`config.mk`:
```
export PLATFORM = sky130hd
export DESIGN_NAME = multicycle_controller
export DESIGN_NICKNAME = d
export VERILOG_FILES = /design/src/rtl/ctrl_pkg.sv /design/src/rtl/alu_decoder.sv /design/src/rtl/multicycle_controller.sv
export SDC_FILE = /design/constraint.sdc
export NUM_CORES = 1
export LEC_CHECK = 0
export ABC_AREA = 1
export CORE_MARGIN = 2
export CORE_UTILIZATION = 25
export CTS_CLUSTER_DIAMETER = 100
export DETAILED_ROUTE_END_ITERATION = 16
export DONT_BUFFER_PORTS = 1
export HOLD_SLACK_MARGIN = 0.12
export PLACE_DENSITY_LB_ADDON = 0.15
export RECOVER_POWER = 50
export SLEW_MARGIN = 20
export SYNTH_ARGS = -nofsm -noshare
export SYNTH_HDL_FRONTEND = slang
export SYNTH_SLANG_ARGS = --single-unit
export TNS_END_PERCENT = 100
```
`constraint.sdc`:
```
create_clock -name clk -period 2.4 [get_ports clk]
set_clock_uncertainty 0.2 [all_clocks]
set_input_delay 0.72 -clock clk [delete_from_list [all_inputs] [get_ports clk]]
set_output_delay 0.72 -clock clk [all_outputs]
set_load 0.05 [all_outputs]
```
`src/rtl/ctrl_pkg.sv`:
```
// ctrl_pkg: shared state, opcode and select encodings for the multi-cycle controller.
package ctrl_pkg;

    typedef enum logic [3:0] {
        S_FETCH,
        S_DECODE,
        S_MEMADR,
        S_MEMREAD,
        S_MEMWB,
        S_MEMWRITE,
        S_EXECR,
        S_EXECI,
        S_LUI,
        S_ALUWB,
        S_BRANCH,
        S_JAL,
        S_JALR,
        S_LINKWB,
        S_TRAP
    } state_t;

    localparam logic [6:0] OP_LOAD   = 7'b0000011;
    localparam logic [6:0] OP_STORE  = 7'b0100011;
    localparam logic [6:0] OP_RTYPE  = 7'b0110011;
    localparam logic [6:0] OP_IARITH = 7'b0010011;
    localparam logic [6:0] OP_BRANCH = 7'b1100011;
    localparam logic [6:0] OP_JAL    = 7'b1101111;
    localparam logic [6:0] OP_JALR   = 7'b1100111;
    localparam logic [6:0] OP_LUI    = 7'b0110111;

    localparam logic [2:0] ALU_ADD   = 3'b000;
    localparam logic [2:0] ALU_SUB   = 3'b001;
    localparam logic [2:0] ALU_AND   = 3'b010;
    localparam logic [2:0] ALU_OR    = 3'b011;
    localparam logic [2:0] ALU_PASSB = 3'b100;
    localparam logic [2:0] ALU_SLT   = 3'b101;
    localparam logic [2:0] ALU_SLL   = 3'b110;

    // ALUOp is the controller's coarse request; alu_decoder refines FUNCT via funct fields.
    localparam logic [1:0] ALUOP_ADD   = 2'b00;
    localparam logic [1:0] ALUOP_SUB   = 2'b01;
    localparam logic [1:0] ALUOP_FUNCT = 2'b10;
    localparam logic [1:0] ALUOP_PASSB = 2'b11;

    localparam logic [1:0] RES_ALUOUT    = 2'b00;
    localparam logic [1:0] RES_READDATA  = 2'b01;
    localparam logic [1:0] RES_ALURESULT = 2'b10;

    localparam logic [1:0] SRCA_PC    = 2'b00;
    localparam logic [1:0] SRCA_OLDPC = 2'b01;
    localparam logic [1:0] SRCA_RS1   = 2'b10;

    localparam logic [1:0] SRCB_RS2  = 2'b00;
    localparam logic [1:0] SRCB_IMM  = 2'b01;
    localparam logic [1:0] SRCB_FOUR = 2'b10;

    localparam logic [2:0] IMM_I = 3'b000;
    localparam logic [2:0] IMM_B = 3'b001;
    localparam logic [2:0] IMM_S = 3'b010;
    localparam logic [2:0] IMM_U = 3'b011;
    localparam logic [2:0] IMM_J = 3'b100;

    function automatic logic [2:0] immSrcFor(input logic [6:0] op);
        logic [2:0] imm;
        imm = IMM_I;
        case (op)
            OP_STORE:  imm = IMM_S;
            OP_BRANCH: imm = IMM_B;
            OP_LUI:    imm = IMM_U;
            OP_JAL:    imm = IMM_J;
            default:   imm = IMM_I;
        endcase
        return imm;
    endfunction

endpackage

```
`src/rtl/alu_decoder.sv`:
```
// alu_decoder: maps the controller's ALUOp plus funct fields onto the 3-bit ALUControl code.
module alu_decoder
    import ctrl_pkg::*;
(
    input  logic [1:0] i_aluOp,
    input  logic [2:0] i_funct3,
    input  logic       i_funct7,
    input  logic       i_op5,
    output logic [2:0] o_aluControl
);

    always_comb begin
        o_aluControl = ALU_ADD;
        case (i_aluOp)
            ALUOP_SUB:   o_aluControl = ALU_SUB;
            ALUOP_PASSB: o_aluControl = ALU_PASSB;
            ALUOP_FUNCT: begin
                // funct7 only selects sub for register forms; addi with IR[30] set stays add
                case (i_funct3)
                    3'b000:  o_aluControl = (i_funct7 && i_op5) ? ALU_SUB : ALU_ADD;
                    3'b001:  o_aluControl = ALU_SLL;
                    3'b010:  o_aluControl = ALU_SLT;
                    3'b110:  o_aluControl = ALU_OR;
                    3'b111:  o_aluControl = ALU_AND;
                    default: o_aluControl = ALU_ADD;
                endcase
            end
            default:     o_aluControl = ALU_ADD;
        endcase
    end

endmodule

```
`src/rtl/multicycle_controller.sv`:
```
// multicycle_controller: FSM sequencing a shared-ALU, shared-memory RV32I-subset datapath.
// Define BUS_WAIT_EN to add mem_ready_i, which stalls FETCH, MEMREAD and MEMWRITE while low.
module multicycle_controller
    import ctrl_pkg::*;
(
    input  logic       clk,
    input  logic       rst,
    input  logic [6:0] op_i,
    input  logic [2:0] funct3_i,
    input  logic       funct7_i,
    input  logic       Zero_i,
`ifdef BUS_WAIT_EN
    input  logic       mem_ready_i,
`endif
    output logic       PCWrite_o,
    output logic       IRWrite_o,
    output logic       AdrSrc_o,
    output logic       MemWrite_o,
    output logic       RegWrite_o,
    output logic [1:0] ResultSrc_o,
    output logic [1:0] ALUSrcA_o,
    output logic [1:0] ALUSrcB_o,
    output logic [2:0] ImmSrc_o,
    output logic [2:0] ALUControl_o,
    output logic       instr_done_o,
    output logic       trap_o
);

    state_t     r_state;
    state_t     w_nextState;
    logic [1:0] w_aluOp;
    logic       w_memReady;

`ifdef BUS_WAIT_EN
    assign w_memReady = mem_ready_i;
`else
    assign w_memReady = 1'b1;
`endif

    alu_decoder u_aluDecoder (
        .i_aluOp      (w_aluOp),
        .i_funct3     (funct3_i),
        .i_funct7     (funct7_i),
        .i_op5        (op_i[5]),
        .o_aluControl (ALUControl_o)
    );

    assign ImmSrc_o = immSrcFor(op_i);
    assign trap_o   = (r_state == S_TRAP);

    always_ff @(posedge clk or posedge rst) begin
        if (rst) begin
            r_state <= S_FETCH;
        end else begin
            r_state <= w_nextState;
        end
    end

    always_comb begin
        w_nextState  = r_state;
        w_aluOp      = ALUOP_ADD;
        PCWrite_o    = 1'b0;
        IRWrite_o    = 1'b0;
        AdrSrc_o     = 1'b0;
        MemWrite_o   = 1'b0;
        RegWrite_o   = 1'b0;
        ResultSrc_o  = RES_ALUOUT;
        ALUSrcA_o    = SRCA_PC;
        ALUSrcB_o    = SRCB_RS2;
        instr_done_o = 1'b0;

        case (r_state)
            S_FETCH: begin
                IRWrite_o   = w_memReady;
                PCWrite_o   = w_memReady;
                ALUSrcB_o   = SRCB_FOUR;
                ResultSrc_o = RES_ALURESULT;
                w_nextState = w_memReady ? S_DECODE : S_FETCH;
            end
            S_DECODE: begin
                // precompute the branch target into ALUOut while the opcode is decoded
                ALUSrcA_o = SRCA_OLDPC;
                ALUSrcB_o = SRCB_IMM;
                case (op_i)
                    OP_LOAD, OP_STORE: w_nextState = S_MEMADR;
                    OP_RTYPE:          w_nextState = S_EXECR;
                    OP_IARITH:         w_nextState = S_EXECI;
                    OP_BRANCH:         w_nextState = S_BRANCH;
                    OP_JAL:            w_nextState = S_JAL;
                    OP_JALR:           w_nextState = S_JALR;
                    OP_LUI:            w_nextState = S_LUI;
                    default:           w_nextState = S_TRAP;
                endcase
            end
            S_MEMADR: begin
                ALUSrcA_o   = SRCA_RS1;
                ALUSrcB_o   = SRCB_IMM;
                w_nextState = op_i[5] ? S_MEMWRITE : S_MEMREAD;
            end
            S_MEMREAD: begin
                AdrSrc_o    = 1'b1;
                w_nextState = w_memReady ? S_MEMWB : S_MEMREAD;
            end
            S_MEMWB: begin
                ResultSrc_o  = RES_READDATA;
                RegWrite_o   = 1'b1;
                instr_done_o = 1'b1;
                w_nextState  = S_FETCH;
            end
            S_MEMWRITE: begin
                AdrSrc_o     = 1'b1;
                MemWrite_o   = 1'b1;
                instr_done_o = w_memReady;
                w_nextState  = w_memReady ? S_FETCH : S_MEMWRITE;
            end
            S_EXECR: begin
                ALUSrcA_o   = SRCA_RS1;
                ALUSrcB_o   = SRCB_RS2;
                w_aluOp     = ALUOP_FUNCT;
                w_nextState = S_ALUWB;
            end
            S_EXECI: begin
                ALUSrcA_o   = SRCA_RS1;
                ALUSrcB_o   = SRCB_IMM;
                w_aluOp     = ALUOP_FUNCT;
                w_nextState = S_ALUWB;
            end
            S_LUI: begin
                ALUSrcB_o   = SRCB_IMM;
                w_aluOp     = ALUOP_PASSB;
                w_nextState = S_ALUWB;
            end
            S_ALUWB: begin
                ResultSrc_o  = RES_ALUOUT;
                RegWrite_o   = 1'b1;
                instr_done_o = 1'b1;
                w_nextState  = S_FETCH;
            end
            S_BRANCH: begin
                ALUSrcA_o    = SRCA_RS1;
                ALUSrcB_o    = SRCB_RS2;
                w_aluOp      = ALUOP_SUB;
                ResultSrc_o  = RES_ALUOUT;
                PCWrite_o    = ((funct3_i == 3'b000) && Zero_i) ||
                               ((funct3_i == 3'b001) && !Zero_i);
                instr_done_o = 1'b1;
                w_nextState  = S_FETCH;
            end
            S_JAL: begin
                ALUSrcA_o   = SRCA_OLDPC;
                ALUSrcB_o   = SRCB_IMM;
                ResultSrc_o = RES_ALURESULT;
                PCWrite_o   = 1'b1;
                w_nextState = S_LINKWB;
            end
            S_JALR: begin
                ALUSrcA_o   = SRCA_RS1;
                ALUSrcB_o   = SRCB_IMM;
                ResultSrc_o = RES_ALURESULT;
                PCWrite_o   = 1'b1;
                w_nextState = S_LINKWB;
            end
            S_LINKWB: begin
                // link value is OldPC + 4, recomputed since ALUOut holds the jump target
                ALUSrcA_o    = SRCA_OLDPC;
                ALUSrcB_o    = SRCB_FOUR;
                ResultSrc_o  = RES_ALURESULT;
                RegWrite_o   = 1'b1;
                instr_done_o = 1'b1;
                w_nextState  = S_FETCH;
            end
            S_TRAP: begin
                w_nextState = S_TRAP;
            end
            default: begin
                w_nextState = S_FETCH;
            end
        endcase
    end

endmodule

```
==> qor.yml <==
worst_slew_pin_slew_ns: 0.427
reg_top3: "r_state x4"
period_minus_slack_ns: 2.36
cp_max_fo: 3
drive_above_1_share_pct: 43.8
start_util_pct: 26.7
cts_tree: "done"
routedWlPerCell_um: 10.7
synth_nets: 128
die-height_um: 52.8
max-slew-margin-rel_pct: 71.5
rsz0062_at_grt: "true"
antenna_found_initial: 0
p_per_area_nw_per_um2: 1500
ant_nets: 0
layout.area.seq_um2: 104
dp_slack_ns: 0.0221
yosysWarnings: 0
first_iter_violations: 7
htreeDepth: 1
coreArea_um2: 2230
ir_worst_vdd_uv: 1120
final_hold_viol_count: 0
max_clock_freq_ghz: 0.424
netlist_instances: 114
max_cap_violations: 0
die_w_um: 52.8
endpoint: "PCWrite_o"
root_buffer: "clkbuf_4"
clk_latency_ns: 0.23
reg2reg_to: "r_state[2]$_DFF_PP0_"
status: "finished, final reports clean"
grt_pass1_vias: 768
syn2layout_area_growth_pct: 85.7
hp-class: "flip-flop to flip-flop"
critPathLaunchType: "input port"
grt_max_degree: 7
dieArea_um2: 2790
ff2ff_setup_slack_ns: 0.87
cts.sinks: 4
regMostFlops: "r_state"
io_pins: 33
worstReg2RegStart: "r_state[2]$_DFF_PP0_"
multiInputGateArea_um2: 532
synth_area_per_cell_um2: 5.22
place.gp.congestion: 0.869
setup_viol: 0
fin_tns_setup_ns: 0
drt-total-wl_um: 1830
grt_pass1_wl_um: 3190
dp_hpwl_um: 1580
drc: 0
startpoint: "funct3_i[1]"
n_antenna_cell: 0
synth_area_um2: 596
grt_overflow_total: 0
ys_ff_latch: 4
finalCritPeriodShare_pct: 98.3
fp-row-count: 17
fin_ws_ns: 0.0404
largest_reg_flops: 4
yosysSeqAreaShare_pct: 16.8
vias_per_cell: 4.79
port_buffers: 0
final.fill_count: 235
worstPathRequired_ns: 1.48
clockBufferDepth: 2
synth_area_leaders: "nand2_1, dfrtp_1, inv_1"
clk_pin_slew_ns: 0.03
power_uw: 1660
netlist.area_leader.share_pct: 22.1
synth_area_leader_cell: "nand2_1"
vias: 824
critPathKind: "input port to output pin"
worstPathArrival_ns: 1.44
drv_slew: 0
reg2reg_depth: 8
p_leak_uw: 0.000532
num-nets-final: 160
endpoint_kind: "output pin"
ys_types: 22
cts_buffers: 3
grt_use_total_pct: 14.9
drt_pre_antenna_iters: 4
where the power goes:
part / internal [uW] / leakage, uW / switching [uW]
Combinational: 528 / 0.000471 / 881
Sequential: 104 / 0.0000467 / 62.7
Clock: 55.7 / 0.0000138 / 23.3
Total: 688 / 0.000532 / 967
worst min-delay path by stage:
stage	to	depth (start not counted)	startpoint	slack, ns
after CTS	r_state[0]$_DFF_PP0_	1	r_state[0]$_DFF_PP0_	0.41
final	r_state[0]$_DFF_PP0_	1	r_state[0]$_DFF_PP0_	0.42
after detailed placement	r_state[2]$_DFF_PP0_	1	rst	0.30
after floorplan	r_state[0]$_DFF_PP0_	1	rst	0.29
after global routing	r_state[1]$_DFF_PP0_	1	op_i[5]	0.44
after global placement	r_state[2]$_DFF_PP0_	1	rst	0.29
metrics by stage:
| stage | util, % | cells | hold WS [ns] | area (um2) |
|---|---|---|---|---|
| 2_1_floorplan | - | 114 | 0.286 | 643 |
| 5_1_grt | 49.5 | 172 | 0.441 | 1110 |
| 3_3_place_gp | 43.1 | 164 | 0.294 | 963 |
| 3_5_place_dp | 43.1 | 164 | 0.303 | 963 |
| 4_1_cts | 46.5 | 171 | 0.412 | 1040 |
| 6_report | 49.5 | 172 | 0.421 | 1110 |
routing by layer:
layer	up-vias	part of all wire [%]	wire [um]	global-route usage (%)
met5	-	0	0	0
met4	0	0	0	1.28
met3	0	4.4	80	4.29
met2	18	52	950	26.3
met1	378	44	802	18.5
li1	428	-	-	-
cell families (layout without fill, tap and decap cells):
family | Yosys count | in the layout | share of synthesized area, %
and+or+nand+nor | 69 | 69 | 49.2
buffers and inverters | 23 | 53 | 14.5
AOI/OAI and AO/OA | 18 | 18 | 19.5
DFF | 4 | 4 | 16.8
synthesized netlist by cell type:
| cell type | instances |
|---|---|
| o211ai_1 | 2 |
| nand3b_1 | 1 |
| o2111ai_1 | 1 |
| o21ai_0 | 4 |
| nor2_1 | 21 |
| inv_1 | 23 |
| o21a_1 | 1 |
| nor2_2 | 2 |
| o22ai_1 | 2 |
| o31ai_1 | 1 |
| nand4_1 | 2 |
| and2_2 | 1 |
| o21ai_1 | 1 |
| dfrtp_1 | 4 |
| nand3_1 | 5 |
| a31oi_1 | 2 |
| a21oi_2 | 1 |
| nor3b_2 | 1 |
| o311ai_0 | 1 |
| a21oi_1 | 2 |
| nand2_1 | 35 |
| nor3_1 | 1 |
cell type report:
type	instances	share of cell area, %
clock buffers	3	2.04
inverters	23	7.81
multi-input cells	87	48.1
flip-flops and latches	4	9.39
well taps	28	3.17
repair buffers	27	29.5
placed cells by master (no fill, tap or decap), types with 2 or more instances in the layout:
cell and count:
buf_4 12, nand3_1 4, nor2_1 12, o22ai_1 2, nand2_2 3, nor2_2 6
nand2_1 32, nor2_4 5, inv_1 16, o21ai_0 3, buf_6 3, buf_12 9
inv_2 7, clkbuf_4 4, dfrtp_2 3, nand4_1 2, o211ai_1 2
repair_timing:
item                                    CTS  global route
setup buffers                             3             1
gates cloned                              0             0
endpoints found under the setup margin    9            13
hold buffers                              1             0
gates resized for setup                   7            24
pin swaps                                 1             2
endpoints found under the hold margin     4             0
worst max-delay path: stages:
cell      delay, ns
inv_1          0.07
nand3b_1       0.21
nand2_1        0.12
nand3_1        0.07
nand2_1        0.11
buf_12         0.14
Power figures use the tool's default switching activity.
